<file path="config.mk">
export PLATFORM = sky130hd
export DESIGN_NAME = char_term_writer_flat
export DESIGN_NICKNAME = d
export VERILOG_FILES = /design/src/rtl/char_term_writer_if.sv /design/src/rtl/char_term_writer.sv /design/src/flat_wrapper.sv
export SDC_FILE = /design/constraint.sdc
export NUM_CORES = 1
export LEC_CHECK = 0
export BUFFER_PORTS_ARGS = -buffer_cell sky130_fd_sc_hd__clkbuf_2
export CORE_AREA = 2 2 134 136
export CTS_BUF_LIST = sky130_fd_sc_hd__clkbuf_4 sky130_fd_sc_hd__clkbuf_8 sky130_fd_sc_hd__clkbuf_16
export CTS_CLUSTER_SIZE = 24
export DETAILED_ROUTE_END_ITERATION = 8
export DIE_AREA = 0 0 136 138
export GPL_TIMING_DRIVEN = 0
export HOLD_SLACK_MARGIN = 0.08
export PLACE_DENSITY = 0.45
export SYNTH_ARGS = -nofsm -noshare
export SYNTH_HDL_FRONTEND = slang
export SYNTH_SLANG_ARGS = --single-unit
</file>
<file path="constraint.sdc">
create_clock -name clk -period 2.8 [get_ports clk]
set_clock_uncertainty 0.2 [all_clocks]
set_input_delay 0.84 -clock clk [delete_from_list [all_inputs] [get_ports clk]]
set_output_delay 0.84 -clock clk [all_outputs]
set_load 0.03 [all_outputs]
</file>
<file path="src/rtl/char_term_writer_if.sv">
// Byte-stream handshake and character-buffer write port of char_term_writer.
interface char_term_writer_if;
   logic        in_valid;
   logic [7:0]  in_char;
   logic        in_ready;
   logic [11:0] buf_addr;
   logic [31:0] buf_data;
   logic        buf_we;

   modport master (output in_valid, in_char, input in_ready, buf_addr, buf_data, buf_we);
   modport slave  (input in_valid, in_char, output in_ready, buf_addr, buf_data, buf_we);
endinterface

</file>
<file path="src/rtl/char_term_writer.sv">
// Byte stream to character-buffer writer: cursor, wrap, line/screen clear.
// Define CHAR_TERM_SCROLL_EN to scroll through top_row; otherwise row ROWS-1 wraps to row 0.
module char_term_writer #(
   parameter int unsigned COLS   = 70,
   parameter int unsigned ROWS   = 30,
   parameter logic [11:0] FG_RST = 12'hFFF,
   parameter logic [11:0] BG_RST = 12'h000
) (
   input  logic              clk,
   input  logic              rst_n,
   char_term_writer_if.slave bus,
   input  logic              color_we,
   input  logic [23:0]       color_in,
   output logic [4:0]        top_row,
   output logic [6:0]        cur_col,
   output logic [4:0]        cur_row
);
   localparam logic [6:0] COL_LAST = 7'(COLS - 1);
   localparam logic [4:0] ROW_LAST = 5'(ROWS - 1);
   localparam logic [5:0] ROWS_W   = 6'(ROWS);

   typedef enum logic [1:0] {IDLE, CLR_LINE, CLR_ALL} state_t;

   state_t      state, state_n;
   logic [23:0] color, color_n;
   logic [11:0] clr_cnt, cnt_n;   // {phys_row, col} of the next clear write
   logic [6:0]  col_n;
   logic [4:0]  row_n, top_n;
   logic        we_n, ready_n, adv;
   logic [11:0] addr_n;
   logic [31:0] data_n, blank;
   logic [5:0]  row_sum;
   logic [4:0]  phys_row;

   assign row_sum  = {1'b0, top_row} + {1'b0, cur_row};
   assign phys_row = (row_sum >= ROWS_W) ? 5'(row_sum - ROWS_W) : row_sum[4:0];
   assign blank    = {color, 8'h20};

   always_ff @(posedge clk or negedge rst_n) begin
      if (!rst_n) begin
         state        <= IDLE;
         color        <= {FG_RST, BG_RST};
         clr_cnt      <= '0;
         cur_col      <= '0;
         cur_row      <= '0;
         top_row      <= '0;
         bus.in_ready <= 1'b0;
         bus.buf_we   <= 1'b0;
         bus.buf_addr <= '0;
         bus.buf_data <= '0;
      end else begin
         state        <= state_n;
         color        <= color_n;
         clr_cnt      <= cnt_n;
         cur_col      <= col_n;
         cur_row      <= row_n;
         top_row      <= top_n;
         bus.in_ready <= ready_n;
         bus.buf_we   <= we_n;
         bus.buf_addr <= addr_n;
         bus.buf_data <= data_n;
      end
   end

   always_comb begin
      state_n = state;
      color_n = color_we ? color_in : color;
      cnt_n   = clr_cnt;
      col_n   = cur_col;
      row_n   = cur_row;
      top_n   = top_row;
      we_n    = 1'b0;
      addr_n  = bus.buf_addr;
      data_n  = bus.buf_data;
      adv     = 1'b0;
      case (state)
         IDLE: if (bus.in_valid && bus.in_ready) begin
            if (bus.in_char >= 8'h20 && bus.in_char <= 8'h7E) begin
               we_n   = 1'b1;
               addr_n = {cur_col, phys_row};
               data_n = {color, bus.in_char};
               if (cur_col == COL_LAST) begin
                  col_n = '0;
                  adv   = 1'b1;
               end else begin
                  col_n = cur_col + 7'd1;
               end
            end else begin
               case (bus.in_char)
                  8'h0A: begin col_n = '0; adv = 1'b1; end
                  8'h0D: col_n = '0;
                  8'h08: if (cur_col != '0) begin
                     col_n  = cur_col - 7'd1;
                     we_n   = 1'b1;
                     addr_n = {cur_col - 7'd1, phys_row};
                     data_n = blank;
                  end
                  8'h0C: begin state_n = CLR_ALL; cnt_n = '0; end
                  default: ;
               endcase
            end
            // The row to blank is the old top_row in both builds: the new bottom after a
            // scroll, or physical row 0 when wrapping with top_row fixed at 0.
            if (adv) begin
               if (cur_row != ROW_LAST) begin
                  row_n = cur_row + 5'd1;
               end else begin
`ifdef CHAR_TERM_SCROLL_EN
                  top_n = (top_row == ROW_LAST) ? 5'd0 : top_row + 5'd1;
`else
                  row_n = '0;
`endif
                  state_n = CLR_LINE;
                  cnt_n   = {top_row, 7'd0};
               end
            end
         end
         CLR_LINE: begin
            we_n   = 1'b1;
            addr_n = {clr_cnt[6:0], clr_cnt[11:7]};
            data_n = blank;
            if (clr_cnt[6:0] == COL_LAST) state_n = IDLE;
            else                          cnt_n   = clr_cnt + 12'd1;
         end
         CLR_ALL: begin
            we_n   = 1'b1;
            addr_n = {clr_cnt[6:0], clr_cnt[11:7]};
            data_n = blank;
            if (clr_cnt[6:0] == COL_LAST) begin
               if (clr_cnt[11:7] == ROW_LAST) begin
                  state_n = IDLE;
                  top_n   = '0;
                  col_n   = '0;
                  row_n   = '0;
               end else begin
                  cnt_n = {clr_cnt[11:7] + 5'd1, 7'd0};
               end
            end else begin
               cnt_n = clr_cnt + 12'd1;
            end
         end
         default: state_n = IDLE;
      endcase
      ready_n = (state_n == IDLE);
   end
endmodule

</file>
<file path="src/flat_wrapper.sv">
// flat-port wrapper written by rule: the top's interface ports become plain ports
module char_term_writer_flat 
#(
   parameter int unsigned COLS   = 70,
   parameter int unsigned ROWS   = 30,
   parameter logic [11:0] FG_RST = 12'hFFF,
   parameter logic [11:0] BG_RST = 12'h000
)
  (clk, rst_n, color_we, color_in, top_row, cur_col, cur_row, bus_in_valid, bus_in_char, bus_in_ready, bus_buf_addr, bus_buf_data, bus_buf_we);
  char_term_writer_if bus_i ();
  input  logic clk;
  input  logic rst_n;
  input  logic color_we;
  input  logic [23:0] color_in;
  output logic [4:0] top_row;
  output logic [6:0] cur_col;
  output logic [4:0] cur_row;
  input wire logic [$bits(bus_i.in_valid)-1:0] bus_in_valid;
  input wire logic [$bits(bus_i.in_char)-1:0] bus_in_char;
  output wire logic [$bits(bus_i.in_ready)-1:0] bus_in_ready;
  output wire logic [$bits(bus_i.buf_addr)-1:0] bus_buf_addr;
  output wire logic [$bits(bus_i.buf_data)-1:0] bus_buf_data;
  output wire logic [$bits(bus_i.buf_we)-1:0] bus_buf_we;
  assign bus_i.in_valid = bus_in_valid;
  assign bus_i.in_char = bus_in_char;
  assign bus_in_ready = bus_i.in_ready;
  assign bus_buf_addr = bus_i.buf_addr;
  assign bus_buf_data = bus_i.buf_data;
  assign bus_buf_we = bus_i.buf_we;
  char_term_writer #(.COLS(COLS), .ROWS(ROWS), .FG_RST(FG_RST), .BG_RST(BG_RST)) u_core (.clk(clk), .rst_n(rst_n), .bus(bus_i), .color_we(color_we), .color_in(color_in), .top_row(top_row), .cur_col(cur_col), .cur_row(cur_row));
endmodule
</file>
==> results list, run 1 <==
* Status: completed
- The final layout contains 656 nets.
* RSZ-0062 raised after global routing: true
* Total grt overflow: 0
- Placement Cell Area: 5920 µm²
- The floorplan step defined a die boundary enclosing 18800 µm².
- For the pin with the worst max-slew slack, the measured transition is 0.658 ns.
- Pin placement for this block handled 99 I/O pins.
- In the routed design, unresolved DRC markers number 0.
- Summing over every cut layer, the via total after detailed routing is between 4000 and 5000.
- In the final routed layout, each cell accounts on average for 16.6 µm.
* Number of enable-type register cells in the synthesized netlist: 0
* Commonest non-fill, non-tap cell in the layout: sky130_fd_sc_hd__clkbuf_2
- After synthesis the netlist holds a flip-flop and latch count of 96.
- Number of I/O port buffers: 91
* Worst slew margin relative to its limit: 0.558
* Final setup TNS: 0 ns
- For this run, the top clock speed supported by timing is around 0.37 GHz.
- Clock latency of the later-clocked register in the worst-skew pair: 0.35 ns
* Dominant register cell in the synthesized netlist: sky130_fd_sc_hd__dfrtp_1
- Number of distinct library cell variants in the gate-level netlist after synthesis: between 60 and 70
- The total area inside the core boundary comes to 17500 µm².
- Post-route worst hold slack: 0.276 ns
- The number of antenna violations at the first check in global routing came to 2.
* Starting DRC count in detailed routing: 207
- Traced cell by cell, the critical path runs through clkbuf_2, or4b_4, or3_4, o32a_1, a21o_1, buf_6, o22a_1.
- Via count of the first global-routing pass: 4206
- Measured along the y axis, the die boundary spans 138 µm.
- The first detailed-routing pass took 4 iterations.
- The worst setup path is captured at a flip-flop.
* Die width: 136 µm
- Clock-pin slew was measured on the worst setup and hold paths at approximately 0.08 ns.
* Syn. warnings: 0
- TritonCTS built the clock tree.
* Global-route wire length before repair: approximately 22000 µm
- For this configuration, the core starts out at a cell density of 0.292.
- In this run the static leakage power is 2.76 nW.
- Reg2reg end: u_core.bus.buf_addr[6]
* Average cell area after synthesis: 10.4 µm²
- Once detailed placement completed, the half-perimeter wirelength came to 10300 µm.
* Worst R2R Start: u_core.cur_col[5]
* Register area share after synthesis: 0.471
- In the global route stage, overall resource usage came out at 0.149.
- Critical Path Start Type: input port
* Delay of the slowest cell on the worst path: 0.63 ns
- Post-layout total power: roughly 4.8 mW
- Worst endpoint data arrival time: ~2.8 ns
* Cell count after synthesis: roughly 490
- Slowest cell on the critical path: sky130_fd_sc_hd__or4b_4
- Setup violations remaining at the end of the flow were counted as 0.
* Max-Cap Viols: 0
- Area growth from synthesis to layout: 23.1%
* Power per cell area: around 770 nW/µm²
* Share of the clock period used by the worst path after layout: 0.976
- Worst-path fanout max: 9
- In the synthesized netlist the async set-or-reset flop fraction comes to 1.00.
- Clock root buffer: sky130_fd_sc_hd__clkbuf_16
- Commonest cells after routing, fill and taps aside: sky130_fd_sc_hd__clkbuf_2, sky130_fd_sc_hd__dfrtp_1, sky130_fd_sc_hd__mux2_2, sky130_fd_sc_hd__nor2_1, sky130_fd_sc_hd__inv_1
- Post-Layout Inst Area: 6310 µm²
- The count of final max-slew check failures is 0.
- H-Tree Level Count: 3
* Shortest clock period the worst path allows after layout: 2.73 ns
- Pin count of the biggest net entering global routing: 66
- The critical path in this run is classified as in -> reg.
* Total wirelength of the detailed-routed design: 14000 µm
- The most critical setup path has its startpoint at bus_in_char[6].
- In this design, the largest share of critical-path delay is due to simple AND/OR/NAND/NOR gates.
* Reg2Reg Depth: 8
- Remaining number of nets flagged by the antenna check after routing: 0
* TritonCTS Buffers: 9
* Number of cell rows: 49
- Final Hold Violating Endpoints: 0
- The number of buffers and inverters on the critical path is 2.
* Setup slack, reg-to-reg: 0.15 ns
- STA puts the critical path data required time at 2.84 ns.
- Proportion of layout cells with a drive suffix above 1: 0.350
- CTS saw 96 sinks.
- Dividing the detail-routed via count by the number of cells gives around 5.1.
- Clock Tree Buf Depth: 2
- Routability-driven placement finished with a final weighted congestion of about 0.87.
- In this run the cell area of the synthesized design comes to 5130 µm².
* Hold crit path type: in -> async
* Maximum vdd ir drop: 0.317 mV
==> power by group <==
part           switching (mW)  leakage (nW)  internal [mW]
Combinational            1.13          1.45          0.621
Sequential              0.185          1.16           1.67
Clock                   0.607         0.144          0.627
==> layout make-up <==
cell class	count	area, µm²
plain buffers	31	158
fillers	1821	11200
well taps	229	287
clock buffers	9	225
inverters	26	97.6
diodes	1	2.50
repair buffers	98	531
clock inverters	7	68.8
flip-flops and latches	96	2420
multi-input cells	342	2520
==> registers in the layout, summed over array words and instances, names as in the netlist <==
| name | cells |
|---|---|
| u_core.bus.buf_addr | 12 |
| u_core.bus.buf_data | 32 |
| u_core.bus.buf_we | 1 |
| u_core.bus.in_ready | 1 |
| u_core.clr_cnt | 12 |
| u_core.color | 24 |
| u_core.cur_col | 7 |
| u_core.cur_row | 5 |
| u_core.state | 2 |
==> per-stage QoR <==
stage,util,instances,setup slack [ns]
6_report,0.360,839,0.0669
5_1_grt,0.360,838,-0.000734
4_1_cts,0.357,835,0.0124
3_5_place_dp,0.338,816,-0.663
3_3_place_gp,0.336,815,-0.570
2_1_floorplan,-,495,0.0332
==> how the worst max path moves through the flow <==
stage	cells after the start	to	slack, ns
finish	7	u_core.clr_cnt[6]	0.07
detailed placement	7	u_core.bus.buf_addr[6]	-0.66
global route	7	u_core.bus.buf_data[31]	-0.0007
CTS	9	u_core.bus.buf_data[4]	0.01
global placement	7	u_core.bus.buf_addr[7]	-0.57
floorplan	7	u_core.cur_col[1]	0.03
==> synth_stat cells (4+ instances only) <==
| master | count | share of area |
|---|---|---|
| sky130_fd_sc_hd__a211oi_1 | 5 | 0.0073 |
| sky130_fd_sc_hd__a21boi_0 | 4 | 0.0059 |
| sky130_fd_sc_hd__a21o_1 | 6 | 0.0088 |
| sky130_fd_sc_hd__a21oi_1 | 17 | 0.017 |
| sky130_fd_sc_hd__a31oi_1 | 9 | 0.011 |
| sky130_fd_sc_hd__and3_1 | 4 | 0.0049 |
| sky130_fd_sc_hd__buf_2 | 4 | 0.0039 |
| sky130_fd_sc_hd__buf_4 | 5 | 0.0073 |
| sky130_fd_sc_hd__clkbuf_1 | 20 | 0.015 |
| sky130_fd_sc_hd__dfrtp_1 | 84 | 0.41 |
| sky130_fd_sc_hd__dfstp_2 | 12 | 0.061 |
| sky130_fd_sc_hd__ha_1 | 16 | 0.039 |
| sky130_fd_sc_hd__inv_1 | 26 | 0.019 |
| sky130_fd_sc_hd__mux2_2 | 52 | 0.11 |
| sky130_fd_sc_hd__nand2_1 | 20 | 0.015 |
| sky130_fd_sc_hd__nand2b_1 | 4 | 0.0049 |
| sky130_fd_sc_hd__nand3_1 | 24 | 0.023 |
| sky130_fd_sc_hd__nand4_1 | 6 | 0.0073 |
| sky130_fd_sc_hd__nor2_1 | 38 | 0.028 |
| sky130_fd_sc_hd__nor2b_1 | 4 | 0.0049 |
| sky130_fd_sc_hd__nor3_1 | 14 | 0.014 |
| sky130_fd_sc_hd__o211ai_1 | 6 | 0.0088 |
| sky130_fd_sc_hd__o21a_1 | 5 | 0.0073 |
| sky130_fd_sc_hd__o21ai_0 | 23 | 0.022 |
| sky130_fd_sc_hd__o221ai_1 | 4 | 0.0068 |
| sky130_fd_sc_hd__o22a_1 | 7 | 0.012 |
| sky130_fd_sc_hd__o22ai_1 | 5 | 0.0061 |
==> layer usage <==
layer	wire length [µm]	up-vias	global-route usage
met2	6080	129	0.221
li1	-	2032	-
met4	346	0	0.0636
met1	6670	2078	0.210
met3	860	22	0.0323
met5	0	-	0
==> kinds of logic (layout without fill, tap and decap cells) <==
family | Yosys count | in the layout | synth area share
AOI/OAI and AO/OA | 124 | 124 | 0.172
other | 1 | 6 | 0.000731
DFF | 96 | 96 | 0.471
xor gates and xnor gates | 2 | 2 | 0.00342
buffers and inverters | 57 | 171 | 0.0481
muxes | 56 | 56 | 0.122
adders and majority gates | 16 | 16 | 0.0390
and+or+nand+nor | 139 | 139 | 0.143
==> worst reg2reg max path, cell delays in order (launching register included) <==
cell,delay (ns)
sky130_fd_sc_hd__dfrtp_1,0.38
sky130_fd_sc_hd__clkbuf_1,0.20
sky130_fd_sc_hd__or4b_4,0.58
sky130_fd_sc_hd__o211ai_1,0.30
sky130_fd_sc_hd__a311oi_2,0.14
sky130_fd_sc_hd__buf_4,0.19
sky130_fd_sc_hd__clkbuf_4,0.22
sky130_fd_sc_hd__buf_4,0.21
sky130_fd_sc_hd__a31oi_1,0.15
==> repair_timing <==
item,4_1_cts,5_1_grt
resized for setup,7,10
hold endpoints to repair,0,0
pin swaps,2,1
setup endpoints to repair,50,49
setup buffers,3,3
hold buffers,0,0
No activity file was read; power rests on OpenSTA's default activity.
==> inputs of run 2 (changes only) <==
ABC_AREA = 1   (was not set)
==> run 2 against run 1 <==
Compared with the run above: utilization shrank 0.81 points; synthesized cell count grew 30%; global-route usage grew 0.40 points; hold slack lost 0.0094 ns; setup slack gained 0.22 ns; design area shrank 2.2%; final cell count grew 17%; register-to-register slack gained 0.14 ns; combinational power grew 110%; die area is the same; largest cell class is now sequential cells; highest routed layer unchanged.
==> results list, run 2 <==
- The flow ran to the end, and the final reports show no timing, DRC or antenna violations.
- Number of enable-type register cells in the synthesized netlist: 0
* Area occupied by multi-input gates: 2240 µm²
* Number of antenna violations at the first check in global routing: 0
* Number of resized instances in the post-cts repair step: 0
- In the global route stage, overall resource usage came out at 0.153.
* Worst slew margin relative to its limit: 0.627
- Last weighted congestion value of the routability-driven placer: slightly below 0.9
- Number of distinct library cell variants in the gate-level netlist after synthesis: 43
- Each instance of the synthesized netlist takes up on average ~8.0 µm².
* Count of clock tree sinks: 96
- After clock tree synthesis, the clock-pin slew on the worst setup and hold paths is ~0.070 ns.
- Compared with the post-synthesis result, the final layout area differs by 21.1%.
* TritonCTS Buffers: 9
* Commonest non-fill, non-tap cell in the layout: sky130_fd_sc_hd__nand2_1
- Of the post-synthesis cell area, the dominant cell type holds 0.412.
* Initial Utilization: 0.291
- The highest metal layer carrying signal wires in the routed design is met4.
- Of all nets on the critical path, the largest fanout is 10.
- Counting both buffers and inverters, the worst setup path holds a total of 5.
- The number of setup buffers added after CTS is 0.
- Area taken by flip-flops and latches: 2420 µm²
* Clock root buffer: sky130_fd_sc_hd__clkbuf_16
* Total wirelength of the detailed-routed design: between 10000 and 15000 µm
- Number of inserted filler cells in the final layout: 1929
- Die area: between 15000 and 20000 µm²
- Die width: ~140 µm
* Pin count of the biggest net entering global routing: between 60 and 70
- The smallest clock period supported by the final layout is computed as 2.51 ns.
- The later pin in the worst-skew pair is clocked with a latency of 0.35 ns.
- Proportion of layout cells with a drive suffix above 1: 0.222
- Global-route wire length before repair: 22800 µm
- HPWL after detailed placement: 10700 µm
- Critical Setup Path Class: reg -> reg
* Category of cells accounting for the largest share of critical-path delay: buffers and inverters
* Largest registers in the final layout: u_core.bus.buf_data x32, u_core.color x24
- Vias: roughly 4500
- Power per cell area: approximately 1100 nW/µm²
- Before antenna repair, the detailed router went through 5 iterations.
- The final count of hold timing violations came to 0.
- Starting DRC count in detailed routing: 272
- Commonest cells in the synthesized netlist: sky130_fd_sc_hd__nand2_1, sky130_fd_sc_hd__o21ai_0, sky130_fd_sc_hd__dfrtp_1
- The tightest min-delay check is of the reg -> reg type.
- For this run, the post-layout net count is 798.
* Standby leakage power: ~3.2 nW
- Detailed-routed wire length on met2: 6220 µm
* Worst slack at placement: 0.133 ns
- Global routing finished with a remaining overflow of 0.
* Async set or reset register ratio after synthesis: 1.00
- At the pin with the least slew margin, the transition time is 0.553 ns.
* Remaining number of nets flagged by the antenna check after routing: 0
- Max Freq: 0.398 GHz
- Post-layout total power: 6.97 mW
- Number of I/O port buffers: 92
- Most frequent cell after synthesis: sky130_fd_sc_hd__nand2_1
* Final setup TNS: 0 ns
* Number of cell rows: 49
* Mapped Area: 5100 µm²
- Setup slack on the critical path of the routed design comes to 0.288 ns.
- Counting flops and latches in the post-synthesis netlist gives 96.
- Register area share after synthesis: 0.474
- Maximum vdd ir drop: 0.379 mV
* Share of the clock period used by the worst path after layout: 0.897
- More flip-flops sit in one register than any other, and that register is u_core.bus.buf_data.
- Crit path capture type: flip-flop
* CTS tree: built
* Worst endpoint data arrival time: between 2 and 3 ns
* Setup-failing EPs final: 0
* Cell count after synthesis: approximately 640
* ANT cells: 0
- Dominant register cell in the synthesized netlist: sky130_fd_sc_hd__dfrtp_1
- Number of flip-flops in the largest register: 32
- For this design the top-level I/O count stands at around 100.
- Slew Viols, Final: 0
* Max-Cap Viols: 0
- At the worst endpoint, the required time is approximately 2.8 ns.
- Setup repair after global routing left no endpoint under its margin.
- Post-route worst hold slack: between 0.2 and 0.3 ns
* Clock Tree Buf Depth: 2
- Sum of met3 wire segment lengths after detailed routing: 639 µm
* Routed length per placed instance: around 14 µm
- DRC Markers: 0
* Utilization of the core after routing: 0.352
- The biggest area contributor in the post-synthesis netlist is sky130_fd_sc_hd__dfrtp_1.
- The die is 138 µm tall.
- DRT met1 WL: 6960 µm
* Post-DR vias/cell: 4.60
* Syn. warnings: 0
- Via count of the first global-routing pass: roughly 4400
- After synthesis, the cell types taking the most area are sky130_fd_sc_hd__dfrtp_1, sky130_fd_sc_hd__nand2_1, sky130_fd_sc_hd__o21ai_0.
- Leaving out fill and tap cells, the most frequent cells in the layout are sky130_fd_sc_hd__nand2_1, sky130_fd_sc_hd__clkbuf_2, sky130_fd_sc_hd__o21ai_0, sky130_fd_sc_hd__dfrtp_1, sky130_fd_sc_hd__inv_1.
- H-Tree Level Count: 3
- Traced cell by cell, the critical path runs through inv_1, ha_1, clkbuf_1, inv_1, buf_2, buf_1, nand2_1, o211ai_1, nand2_1.
- Buffers inserted to repair hold after CTS numbered 0.
* Core ar.: 17500 µm²
- Slowest cell on the critical path: sky130_fd_sc_hd__buf_1
- Delay of the slowest cell on the worst path: 0.46 ns
* Critical Path Start Type: flip-flop
## run 2: cell count changes in the layout (fill, tap and decap cells not counted), sizes merged, moves of 5 or more
| cell | change |
|---|---|
| a31oi | -9 |
| mux2 | -53 |
| o21ai | +69 |
| inv | +51 |
| buf | +5 |
| o22a | -7 |
| nand2 | +167 |
| nor3 | -11 |
| nor2 | +6 |
| o21a | -5 |
| clkbuf | -12 |
| a21o | -5 |
| xor2 | +7 |
| nand3 | +12 |
## run 2: path summary, 6_finish.rpt
| kind | slack (ns) | startpoint | endpoint | cells after the start |
|---|---|---|---|---|
| max | 0.29 | u_core.state[0] | u_core.bus.buf_addr[2] | 9 |
| max in group asynchronous | 1.38 | rst_n | u_core.color[23] | 2 |
| min reg2reg | 0.27 | u_core.bus.buf_data[7] | u_core.bus.buf_data[7] | 2 |
| min in group asynchronous | 0.29 | rst_n | u_core.bus.buf_data[15] | 1 |
| min | 0.27 | u_core.bus.buf_data[7] | u_core.bus.buf_data[7] | 2 |
| max reg2reg | 0.29 | u_core.state[0] | u_core.bus.buf_addr[2] | 9 |
## run 2: final cells by class
type | instances | area share
buffer | 28 | 0.0264
clock buffer | 10 | 0.0377
clock inverter | 6 | 0.00811
inverter | 77 | 0.0468
multi-input combinational | 441 | 0.363
sequential | 96 | 0.392
tap | 229 | 0.0464
timing repair buffer | 93 | 0.0795
## run 2: worst register-to-register path, stage by stage, from the launching register on
cell                       delay, ns
sky130_fd_sc_hd__dfrtp_1        0.43
sky130_fd_sc_hd__inv_1          0.09
sky130_fd_sc_hd__ha_1           0.30
sky130_fd_sc_hd__clkbuf_1       0.24
sky130_fd_sc_hd__inv_1          0.13
sky130_fd_sc_hd__buf_2          0.22
sky130_fd_sc_hd__buf_1          0.46
sky130_fd_sc_hd__nand2_1        0.14
sky130_fd_sc_hd__o211ai_1       0.12
sky130_fd_sc_hd__nand2_1        0.07
## run 2: where the power goes
part	switching (mW)	leakage [nW]	internal, mW
sequential	0.310	1.19	1.83
clock	0.584	0.139	0.628
combinational	2.55	1.83	1.07
total	3.44	3.16	3.52
## run 2: cells by family (layout without fill, tap and decap cells)
group           count (synthesis)  in the layout  share of synthesized area
compound gates                131            131                      0.143
flops                          96             96                      0.474
simple gates                  281            281                      0.241
fa+ha+maj                      16             16                     0.0393
buf+inv                       105            214                     0.0886
other cells                     1              5                   0.000736
xor+xnor                        8              8                     0.0137
## run 2: layer usage
metal / vias to the layer above / global-route usage
li1: 2264 / -
met1: 2117 / 0.218
met2: 110 / 0.234
met3: 19 / 0.0242
met4: 0 / 0.0565
met5: - / 0
## run 2: stage by stage
stage / instances / cell area (µm²)
final: 980 / 6170
after floorplan: 642 / 5110
after global placement: 963 / 5860
after detailed placement: 964 / 5890
after CTS: 980 / 6170
after global routing: 980 / 6170
